--- src/rtl/cic_comp_fir.sv ---
// CIC droop-compensation FIR with decimate-by-2, built on one serial MAC engine.
// A 16-tap symmetric Q1.15 coefficient ROM is applied to a circular delay line on every second accepted sample.
module cic_comp_fir #(
  parameter int DW   = 20,
  parameter int CW   = 16,
  parameter int NTAP = 16,
  parameter int AW   = 40
) (
  input  logic                 clki,
  input  logic                 rst,
  input  logic                 din_vld,
  input  logic signed [DW-1:0] din,
  output logic                 dout_vld,
  output logic signed [DW-1:0] dout,
  output logic                 busy,
  output logic                 ovf_err,
  output logic                 sat_flag,
  input  logic                 clr_err
);

  typedef enum logic [1:0] {IDLE, WRITE, MAC, RND} state_t;

  localparam logic [3:0] KLAST = 4'(NTAP - 1);
  localparam logic signed [AW-1:0] RND_HALF = {{(AW-CW+1){1'b0}}, 1'b1, {(CW-2){1'b0}}};
  localparam logic signed [AW-1:0] MAXV = {{(AW-DW+1){1'b0}}, {(DW-1){1'b1}}};
  localparam logic signed [AW-1:0] MINV = {{(AW-DW+1){1'b1}}, {(DW-1){1'b0}}};

  state_t state, state_nxt;

  logic signed [DW-1:0]    dly [NTAP];
  logic [3:0]              wptr;
  logic [3:0]              k;
  logic                    phase;
  logic signed [DW-1:0]    pend;
  logic                    pend_vld;
  logic signed [AW-1:0]    acc;

  logic [3:0]              rd_idx;
  logic signed [DW+CW-1:0] prod;
  logic signed [AW-1:0]    prod_ext;
  logic signed [AW-1:0]    acc_rnd;
  logic signed [DW-1:0]    dout_nxt;
  logic                    sat_set;
  logic                    take;
  logic                    ovf_set;

  function automatic logic signed [CW-1:0] coef(input logic [3:0] idx);
    case (idx)
      4'd0, 4'd15: coef = -16'sd64;
      4'd1, 4'd14: coef = -16'sd192;
      4'd2, 4'd13: coef = 16'sd256;
      4'd3, 4'd12: coef = 16'sd1024;
      4'd4, 4'd11: coef = -16'sd512;
      4'd5, 4'd10: coef = -16'sd2048;
      4'd6, 4'd9:  coef = 16'sd3072;
      default:     coef = 16'sd14848;
    endcase
  endfunction

  // Tap k reads the sample k positions older than the newest one (wptr already advanced).
  assign rd_idx   = wptr - 4'd1 - k;
  assign prod     = dly[rd_idx] * coef(k);
  assign prod_ext = {{(AW-DW-CW){prod[DW+CW-1]}}, prod};
  assign acc_rnd  = (acc + RND_HALF) >>> (CW - 1);

  always_comb begin
    sat_set  = 1'b0;
    dout_nxt = acc_rnd[DW-1:0];
    if (acc_rnd > MAXV) begin
      dout_nxt = MAXV[DW-1:0];
      sat_set  = 1'b1;
    end else if (acc_rnd < MINV) begin
      dout_nxt = MINV[DW-1:0];
      sat_set  = 1'b1;
    end
  end

  // The pending slot is freed in WRITE, so a strobe landing in that same cycle refills it.
  assign take    = (state == WRITE);
  assign ovf_set = din_vld && pend_vld && !take;

  always_ff @(posedge clki) begin
    if (rst) state <= IDLE;
    else     state <= state_nxt;
  end

  always_comb begin
    state_nxt = state;
    case (state)
      IDLE:    if (din_vld || pend_vld) state_nxt = WRITE;
      WRITE:   state_nxt = phase ? MAC : IDLE;
      MAC:     if (k == KLAST) state_nxt = RND;
      RND:     state_nxt = IDLE;
      default: state_nxt = IDLE;
    endcase
  end

  always_comb begin
    busy = (state != IDLE);
  end

  always_ff @(posedge clki) begin
    if (rst) begin
      for (int i = 0; i < NTAP; i++) dly[i] <= '0;
      wptr     <= '0;
      k        <= '0;
      phase    <= 1'b0;
      pend     <= '0;
      pend_vld <= 1'b0;
      acc      <= '0;
      dout     <= '0;
      dout_vld <= 1'b0;
      ovf_err  <= 1'b0;
      sat_flag <= 1'b0;
    end else begin
      dout_vld <= 1'b0;

      if (din_vld && (!pend_vld || take)) begin
        pend     <= din;
        pend_vld <= 1'b1;
      end else if (take) begin
        pend_vld <= 1'b0;
      end

      case (state)
        WRITE: begin
          dly[wptr] <= pend;
          wptr      <= wptr + 4'd1;
          phase     <= ~phase;
          acc       <= '0;
          k         <= '0;
        end
        MAC: begin
          acc <= acc + prod_ext;
          k   <= k + 4'd1;
        end
        RND: begin
          dout     <= dout_nxt;
          dout_vld <= 1'b1;
        end
        default: ;
      endcase

      if (ovf_set)      ovf_err <= 1'b1;
      else if (clr_err) ovf_err <= 1'b0;

      if ((state == RND) && sat_set) sat_flag <= 1'b1;
      else if (clr_err)              sat_flag <= 1'b0;
    end
  end

endmodule

--- config.mk ---
export PLATFORM = sky130hd
export DESIGN_NAME = cic_comp_fir
export DESIGN_NICKNAME = d
export VERILOG_FILES = /design/src/rtl/cic_comp_fir.sv
export SDC_FILE = /design/constraint.sdc
export NUM_CORES = 1
export LEC_CHECK = 0
export BUFFER_PORTS_ARGS = -buffer_cell sky130_fd_sc_hd__clkbuf_2
export CAP_MARGIN = 5
export CORE_ASPECT_RATIO = 0.6
export CORE_MARGIN = 2
export CORE_UTILIZATION = 50
export CTS_CLUSTER_DIAMETER = 30
export DETAILED_ROUTE_END_ITERATION = 6
export GPL_TIMING_DRIVEN = 1
export PLACE_DENSITY = 0.78
export SLEW_MARGIN = 20
export SYNTH_ARGS = -nofsm -noshare
export SYNTH_HDL_FRONTEND = slang
export SYNTH_SLANG_ARGS = --single-unit
--- constraint.sdc ---
create_clock -name clki -period 8.18 [get_ports clki]
set_clock_uncertainty 0.1 [all_clocks]
set_input_delay 0.409 -clock clki [delete_from_list [all_inputs] [get_ports clki]]
set_output_delay 0.409 -clock clki [all_outputs]
set_load 0.005 [all_outputs]
# Word-level counts from Yosys, hierarchy flattened
# Memory sizes are Yosys's and may differ from the RTL's. A register that Yosys moved wholly into a read port is not among the register bits.
# Index checks and enable logic that the tools add are counted.
# word_totals
regBits	95
latch_bits	0
ram_bits	320
rom_bits	160
wordCells	71
memories	2
# mem_list
memory	depth	width	read_ports	rd_clocked_by_memory_dff	wr	line	source
dly	16	20	1	0	16	30	logic signed [DW-1:0] dly [NTAP];
(no name shown)	16	10	1	1	0	48	case (idx)
# classes
add_sub_neg	6
n_mul	1
n_div	0
n_lt_le_gt_ge	2
eq_ne	6
shifts	0
mux	26
n_bitwise	1
reduce_logical	16
# op_table
cell	n
case mux 40 bit (2 select lines)	1
two-way mux 20 bit	3
adder 40 x 16 -> 40 bit (second input constant)	1
adder 40 x 36 -> 40 bit	1
multiplier 20 x 16 -> 36 bit	1
> comparator 25 x 20 -> 1 bit (second input constant)	1
< comparator 25 x 20 -> 1 bit (second input constant)	1
OR reduction 20 bit	1
two-way mux 1 bit	14
two-way mux 4 bit	3
nonzero test 2 bit	5
adder 4 x 1 -> 4 bit (second input constant)	2
case mux 2 bit (4 select lines)	1
case mux 4 bit (2 select lines)	1
two-way mux 2 bit	3
== test 2 bit (second input constant)	2
== test 4 bit (second input constant)	1
logical AND 1 bit	4
!= test 2 bit (second input constant)	2
subtractor 4 x 1 -> 4 bit (second input constant)	1
subtractor 4 bit	1
== test 2 x 1 -> 1 bit (second input constant)	1
zero test 1 bit	2
zero test 2 bit	1
other kinds (3)	4

# Depth between registers and ports, before layout
# Gate-level depths: netlist of run 1.
# logic_depth
ltp_word	6
depth_mapped	33
ltp_nobuf	29

# Worst setup path before layout of run 1
# No wires, ideal clock.
# synth_path
kind	reg2reg
startpoint	reg wptr[0]
endpoint	reg acc[23]
arrival_ns	8.134
required_time_ns	7.963
setup_slack_ns	-0.172
stages_incl_launch_ff	30
path_buffers	3
path_cell_list	dfxtp_1 ha_1 inv_1 fa_1 buf_2 buf_2 buf_2 mux4_2 nor2b_1 a211oi_1 a21oi_1 or2_2 fa_1 fa_1 inv_1 fa_1 fa_1 inv_1 fa_1 fa_1 inv_1 ha_1 and4_1 and3_1 a32oi_1 a21oi_1 o21ai_0 a21boi_0 or3_1 a32o_1
# synth_via
elab_chain_len	6
# synth_lines
element	line	source
start: declaration	31	logic [3:0] wptr;
start signal: assignment	128	wptr <= wptr + 4'd1;
subtractor 4 x 1 -> 4 bit	61	assign rd_idx = wptr - 4'd1 - k;
subtractor 4 bit	61	
memory (16 x 20 bit)	n/a	
multiplier 20 x 16 -> 36 bit	62	assign prod = dly[rd_idx] * coef(k);
adder 40 x 36 -> 40 bit	134	acc <= acc + prod_ext;
case mux 40 bit (2 select lines)	125	case (state)
end signal: assignment	134	
end: declaration	36	logic signed [AW-1:0] acc;
# Every way passes these cells.
# A chain may end at the register's enable or synchronous reset.

# Worst setup path in the final report of run 1
# layout_path
startpoint	reg k[0]
endpoint	reg acc[38]
# layout_via
elab_chain_len	5
# layout_lines
element	line	source
start: declaration	32	logic [3:0] k;
start signal: assignment	135	k <= k + 4'd1;
subtractor 4 bit	61	
memory (16 x 20 bit)	n/a	
multiplier 20 x 16 -> 36 bit	62	
adder 40 x 36 -> 40 bit	134	
case mux 40 bit (2 select lines)	125	
# Every way passes these cells.

==> flow_summary.ini, run 1 <==
[status]
outcome = complete, but fails checks
violations = negative setup slack

[sta]
finalCriticalPeriod_ns = 8.26
hold_viol = 0
relSlewSlack_pct = 19.1
finalSetupViolCount = 3
fin_ws_ns = -0.0828
rsz0062_at_grt = yes
slew_violations = 0
fmax_mhz = 121
worst_pin_slew_ns = 1.21
timing.final.crit_share_pct = 101

[worst_setup_path]
r2r_slack_ns = -0.08
rr_startpoint = k[0]$_SDFFE_PP0N_
r2r_end = acc[38]$_SDFFE_PP0N_
required_ns = 8.59
endpoint_kind = flop
path_max_fanout = 7
crit_top_cell = fa_1
rr_worst_depth = 32
critical_path.max_stage_delay_ns = 0.83
start_kind = flop
cp.arrival_ns = 8.67
slowest_stage = fa_4
critPathKind = reg -> reg

[yosys]
synth_edf_count = 320
synthesis.area_um2 = 27500
avgSynthCellArea_um2 = 11.4
ys_ff_latch = 417
ys_types = 65
yosys.area.top_type_share_pct = 34.9
synth_warnings = 0
synthArstFlopShare_pct = 0
synth_ff_type = edfxtp_1
syn_nets = 2777
yosysTopAreaCell = edfxtp_1
ys_seq_area_share_pct = 42.0
synth_area_leaders = edfxtp_1 (35%), fa_1 (15%), and3_1 (7.4%), dfxtp_1 (7.1%), mux4_2 (6.5%)
syn_inst = 2414

[routing]
wl_per_cell_um = 22.7
drc_errors = 0
dr.max_layer_used = met4
dr.first_iter.drc_count = 2448
dr_total_vias = 20100
viasPerCell = 5.98
route.met2.wl_mm = 33.5
wl_met3_mm = 9.69
wl_mm = 76.3
antenna_left = 0
drtPass1Iterations = 5
wl_met1_mm = 31.4

[die]
die_h_um = 186
start_util_pct = 50.7
io_pins = 48
dieArea_um2 = 57000
die_w_um = 307
rows = 66
core_um2 = 54300

[finish]
nFillCells = 3971
utilization_pct = 61.1
final_cell_mix = and3_1 (322), edfxtp_1 (320), inv_1 (298)
areaGrowthSynthToFinish_pct = 20.4
fin_cells = 3363
final_common_cell = and3_1
antenna_cells = 0
nets = 2965
drive_above_1_share_pct = 24.8

[place]
io_buffers = 47
place_ws_ns = -0.619
dp.cells = 3193
dp_hpwl_mm = 49.8
place_congestion = 0.950

[global_routing]
grt_max_degree = 85
antenna_found_initial = 0
grt_first_pass_wirelength_mm = 117
grt_pass1_vias = 20500
grt_use_total_pct = 26.8
grt-ovfl-total = 0

[clocking]
htree_levels = 2
clkTransAtPathRegs_ns = 0.06
tritoncts = done
ctsRootBufferMaster = clkbuf_16
numCtsBuffers = 57
clockBufferDepth = 3
clock_latency_ns = 0.62
clkSinkCount = 417

[hold_path]
holdCritPathClass = in -> reg
holdCritStartpoint = din[15]
whs_endpoint = pend[15]$_SDFFE_PP0P_
holdPathStages = 3

[job]
cap_violations = 0
==> final cells by class <==
type / count / area (um2) / area share [%]
flip-flops and latches: 417 / 11600 / 34.9
inverters: 319 / 1200 / 3.61
well taps: 714 / 893 / 2.70
multi-input cells: 1505 / 15100 / 45.5
clock inverters: 44 / 443 / 1.34
repair buffers: 302 / 2530 / 7.63
clock buffers: 62 / 1460 / 4.39
==> Yosys cell counts (8+ instances only) <==
library cell and number:
xnor2_1 36, nand2_1 204, mux2i_1 24, nor2b_1 27, and2_1 51, dfxtp_1 97, nand3_1 23, a21o_1 26
clkbuf_1 148, mux4_2 80, buf_2 14, a22oi_1 13, inv_1 318, nand4_1 12, and3_1 324, fa_1 213
edfxtp_1 320, ha_1 126, a21oi_1 82, o21ai_0 36, buf_1 8, nor2_1 72, a211oi_1 24, xor2_1 23
a221o_1 21
==> what timing repair did <==
action	4_1_cts	5_1_grt
endpoints found under the setup margin	21	20
cloned	1	2
resized for setup	95	144
hold buffers	18	0
buffers inserted	18	28
pin swaps	58	124
endpoints found under the hold margin	18	0
==> critical path, delay by kind of cell, from the launching register on <==
kind	cells	cell delay [ns]
adders and majority gates	9	4.26
DFF	1	0.32
and+or+nand+nor	3	0.62
AOI/OAI and AO/OA	9	1.59
muxes	1	0.21
buffers and inverters	10	1.02
==> sequential cells by signal, summed over array words and instances (netlist names), 4 cells and up, named ones only <==
signal and flops:
pend 20, k 4, wptr 4, dly 320, acc 34, dout 20
==> cell families after synthesis <==
| kind of cell | share of synthesized area (%) |
|---|---|
| flip-flops | 42.0 |
| AND/OR/NAND/NOR | 14.6 |
| AO/OA/AOI/OAI | 6.08 |
| adder cells (fa/ha/maj) | 21.2 |
| multiplexers | 7.42 |
| XOR/XNOR | 1.88 |
| buffers and inverters | 6.85 |
==> layer usage <==
| metal | vias to the layer above | track usage (%) |
|---|---|---|
| met5 | - | 0 |
| met4 | 0 | 6.31 |
| met3 | 137 | 7.47 |
| met2 | 1173 | 40.1 |
| met1 | 10100 | 39.0 |
| li1 | 8735 | - |
==> stage by stage <==
step	area [um2]	hold slack [ns]	setup TNS, ns
3_5_place_dp	29600	0.360	-6.90
6_report	33100	0.0198	-0.161
3_3_place_gp	29600	0.347	-5.18
4_1_cts	32400	0.00984	-0.138
5_1_grt	33100	0.0194	-1.63
2_1_floorplan	27500	0.341	0
==> worst max path at each step <==
stage / slack, ns / cells past startpoint / from / endpoint
floorplan: 0.03 / 29 / wptr[0]$_SDFFE_PP0P_ / acc[23]$_SDFFE_PP0N_
global placement: -0.54 / 30 / k[0]$_SDFFE_PP0N_ / acc[39]$_SDFFE_PP0N_
detailed placement: -0.62 / 30 / k[0]$_SDFFE_PP0N_ / acc[39]$_SDFFE_PP0N_
CTS: -0.1 / 31 / k[0]$_SDFFE_PP0N_ / acc[38]$_SDFFE_PP0N_
global route: -0.32 / 34 / k[0]$_SDFFE_PP0N_ / acc[38]$_SDFFE_PP0N_
finish: -0.08 / 32 / k[0]$_SDFFE_PP0N_ / acc[38]$_SDFFE_PP0N_
Power of run 1 is left out: the tool's default activity adds up to more than one toggle a clock period on the data nets, which glitch-free logic cannot reach.
==> run 2: changes to the inputs <==
- SETUP_SLACK_MARGIN: unset -> 0.3
==> run 2 against run 1 <==
  * The run still ends with negative setup slack left
  * Worst hold slack improved by 0.11 ns
  * Via count is 2.4% higher
  * Global-route usage grew 2.1 points
  * Cell area rose by 4.3%
  * Largest cell class unchanged
==> flow_summary.ini, run 2 (synthesis results as in run 1) <==
[status]
violations = negative setup slack
outcome = complete, but fails checks

[finish]
nets = 3033
drive_above_1_share_pct = 27.8
antenna_cells = 0
areaGrowthSynthToFinish_pct = 25.5
reg_top3 = dly (320), acc (34)
largest_reg_flops = 320
final_cell_mix = and3_1 (322), edfxtp_1 (320), inv_1 (297)
nFillCells = 3710
final_common_cell = and3_1
regMostFlops = dly

[sta]
relSlewSlack_pct = 24.1
hold-worst-slack_ns = 0.126
worst_pin_slew_ns = 1.14
rsz0062_at_grt = yes
setup-tns-final_ns = -0.134
finalCriticalPeriod_ns = 8.24
timing.final.crit_share_pct = 101
fin_ws_ns = -0.0649
hold_viol = 0
finalSetupViolCount = 4
fmax_mhz = 121
slew_violations = 0

[die]
dieArea_um2 = 57000
rows = 66
die_w_um = 307
io_pins = 48
core_um2 = 54300
die_h_um = 186
start_util_pct = 50.7

[place]
dp_hpwl_mm = 51.2
place_ws_ns = -0.527
place_congestion = 0.919
io_buffers = 47

[global_routing]
grt_first_pass_wirelength_mm = 124
grt_pass1_vias = 21600
grt_use_total_pct = 29.0
grt_max_degree = 85
antenna_found_initial = 0
grt-ovfl-total = 0

[routing]
dr_total_vias = 20600
wl_per_cell_um = 23.5
dr.first_iter.drc_count = 2410
antenna_left = 0
drc_errors = 0
wl_mm = 81.0
drtPass1Iterations = 6
viasPerCell = 5.98

[job]
cap_violations = 0

[clocking]
ctsRootBufferMaster = clkbuf_16
clockBufferDepth = 3
clkTransAtPathRegs_ns = 0.05
numCtsBuffers = 72
htree_levels = 3
clock_latency_ns = 0.64
clkSinkCount = 417
tritoncts = done

[worst_setup_path]
path_max_fanout = 7
start_kind = flop
required_ns = 8.58
slowest_stage = fa_4
crit_top_cell = fa_2
critical_path.max_stage_delay_ns = 0.87
critPathKind = reg -> reg
cp.arrival_ns = 8.64
rr_worst_depth = 33
endpoint_kind = flop

[hold_path]
holdPathStages = 4
holdCritPathClass = in -> reg
==> run 2: area by class of cell <==
class / count / area [um2] / area share, %
inverters: 319 / 1200 / 3.46
well taps: 714 / 893 / 2.59
clock inverters: 54 / 724 / 2.10
clock buffers: 80 / 1860 / 5.39
repair buffers: 355 / 2980 / 8.63
flip-flops and latches: 417 / 11600 / 33.4
multi-input cells: 1505 / 15300 / 44.4
==> run 2: metrics by stage <==
step | cell area [um2] | utilization, % | instances
2_1_floorplan | 27600 | - | 2414
3_3_place_gp | 29800 | 54.9 | 3214
3_5_place_dp | 29800 | 54.9 | 3214
4_1_cts | 34400 | 63.4 | 3435
5_1_grt | 34600 | 63.7 | 3444
6_report | 34600 | 63.7 | 3444
==> run 2: final timing paths <==
| check | startpoint | slack, ns | to |
|---|---|---|---|
| worst max-delay path | k[0]$_SDFFE_PP0N_ | -0.06 | acc[38]$_SDFFE_PP0N_ |
| worst min-delay path | clr_err | 0.13 | sat_flag$_SDFFE_PP0P_ |
| worst max register to register | k[0]$_SDFFE_PP0N_ | -0.06 | acc[38]$_SDFFE_PP0N_ |
| worst min register to register | acc[8]$_SDFFE_PP0N_ | 0.36 | acc[8]$_SDFFE_PP0N_ |
==> run 2: timing repair <==
item,4_1_cts,5_1_grt
endpoints found under the hold margin,21,0
setup endpoints to repair,21,22
hold buffers,21,0
pin swaps,142,40
setup buffers,62,9
gates cloned,4,0
gates resized for setup,260,26
==> run 2: critical path, delay by kind of cell (launching register included) <==
kind	cells	cell delay, ns
AO/OA/AOI/OAI	7	1.26
adder cells (fa/ha/maj)	9	4.22
buffers and inverters	11	1.21
flip-flops	1	0.32
multiplexers	1	0.29
AND/OR/NAND/NOR	5	0.72
==> run 2: routing by layer <==
metal  part of all wire, %  global-route usage [%]
met1                    38                    38.7
met2                    44                    43.2
met3                    15                    11.7
met4                   2.6                    9.12
met5                  0.18                    1.89
Power of run 2 is left out for the same reason.
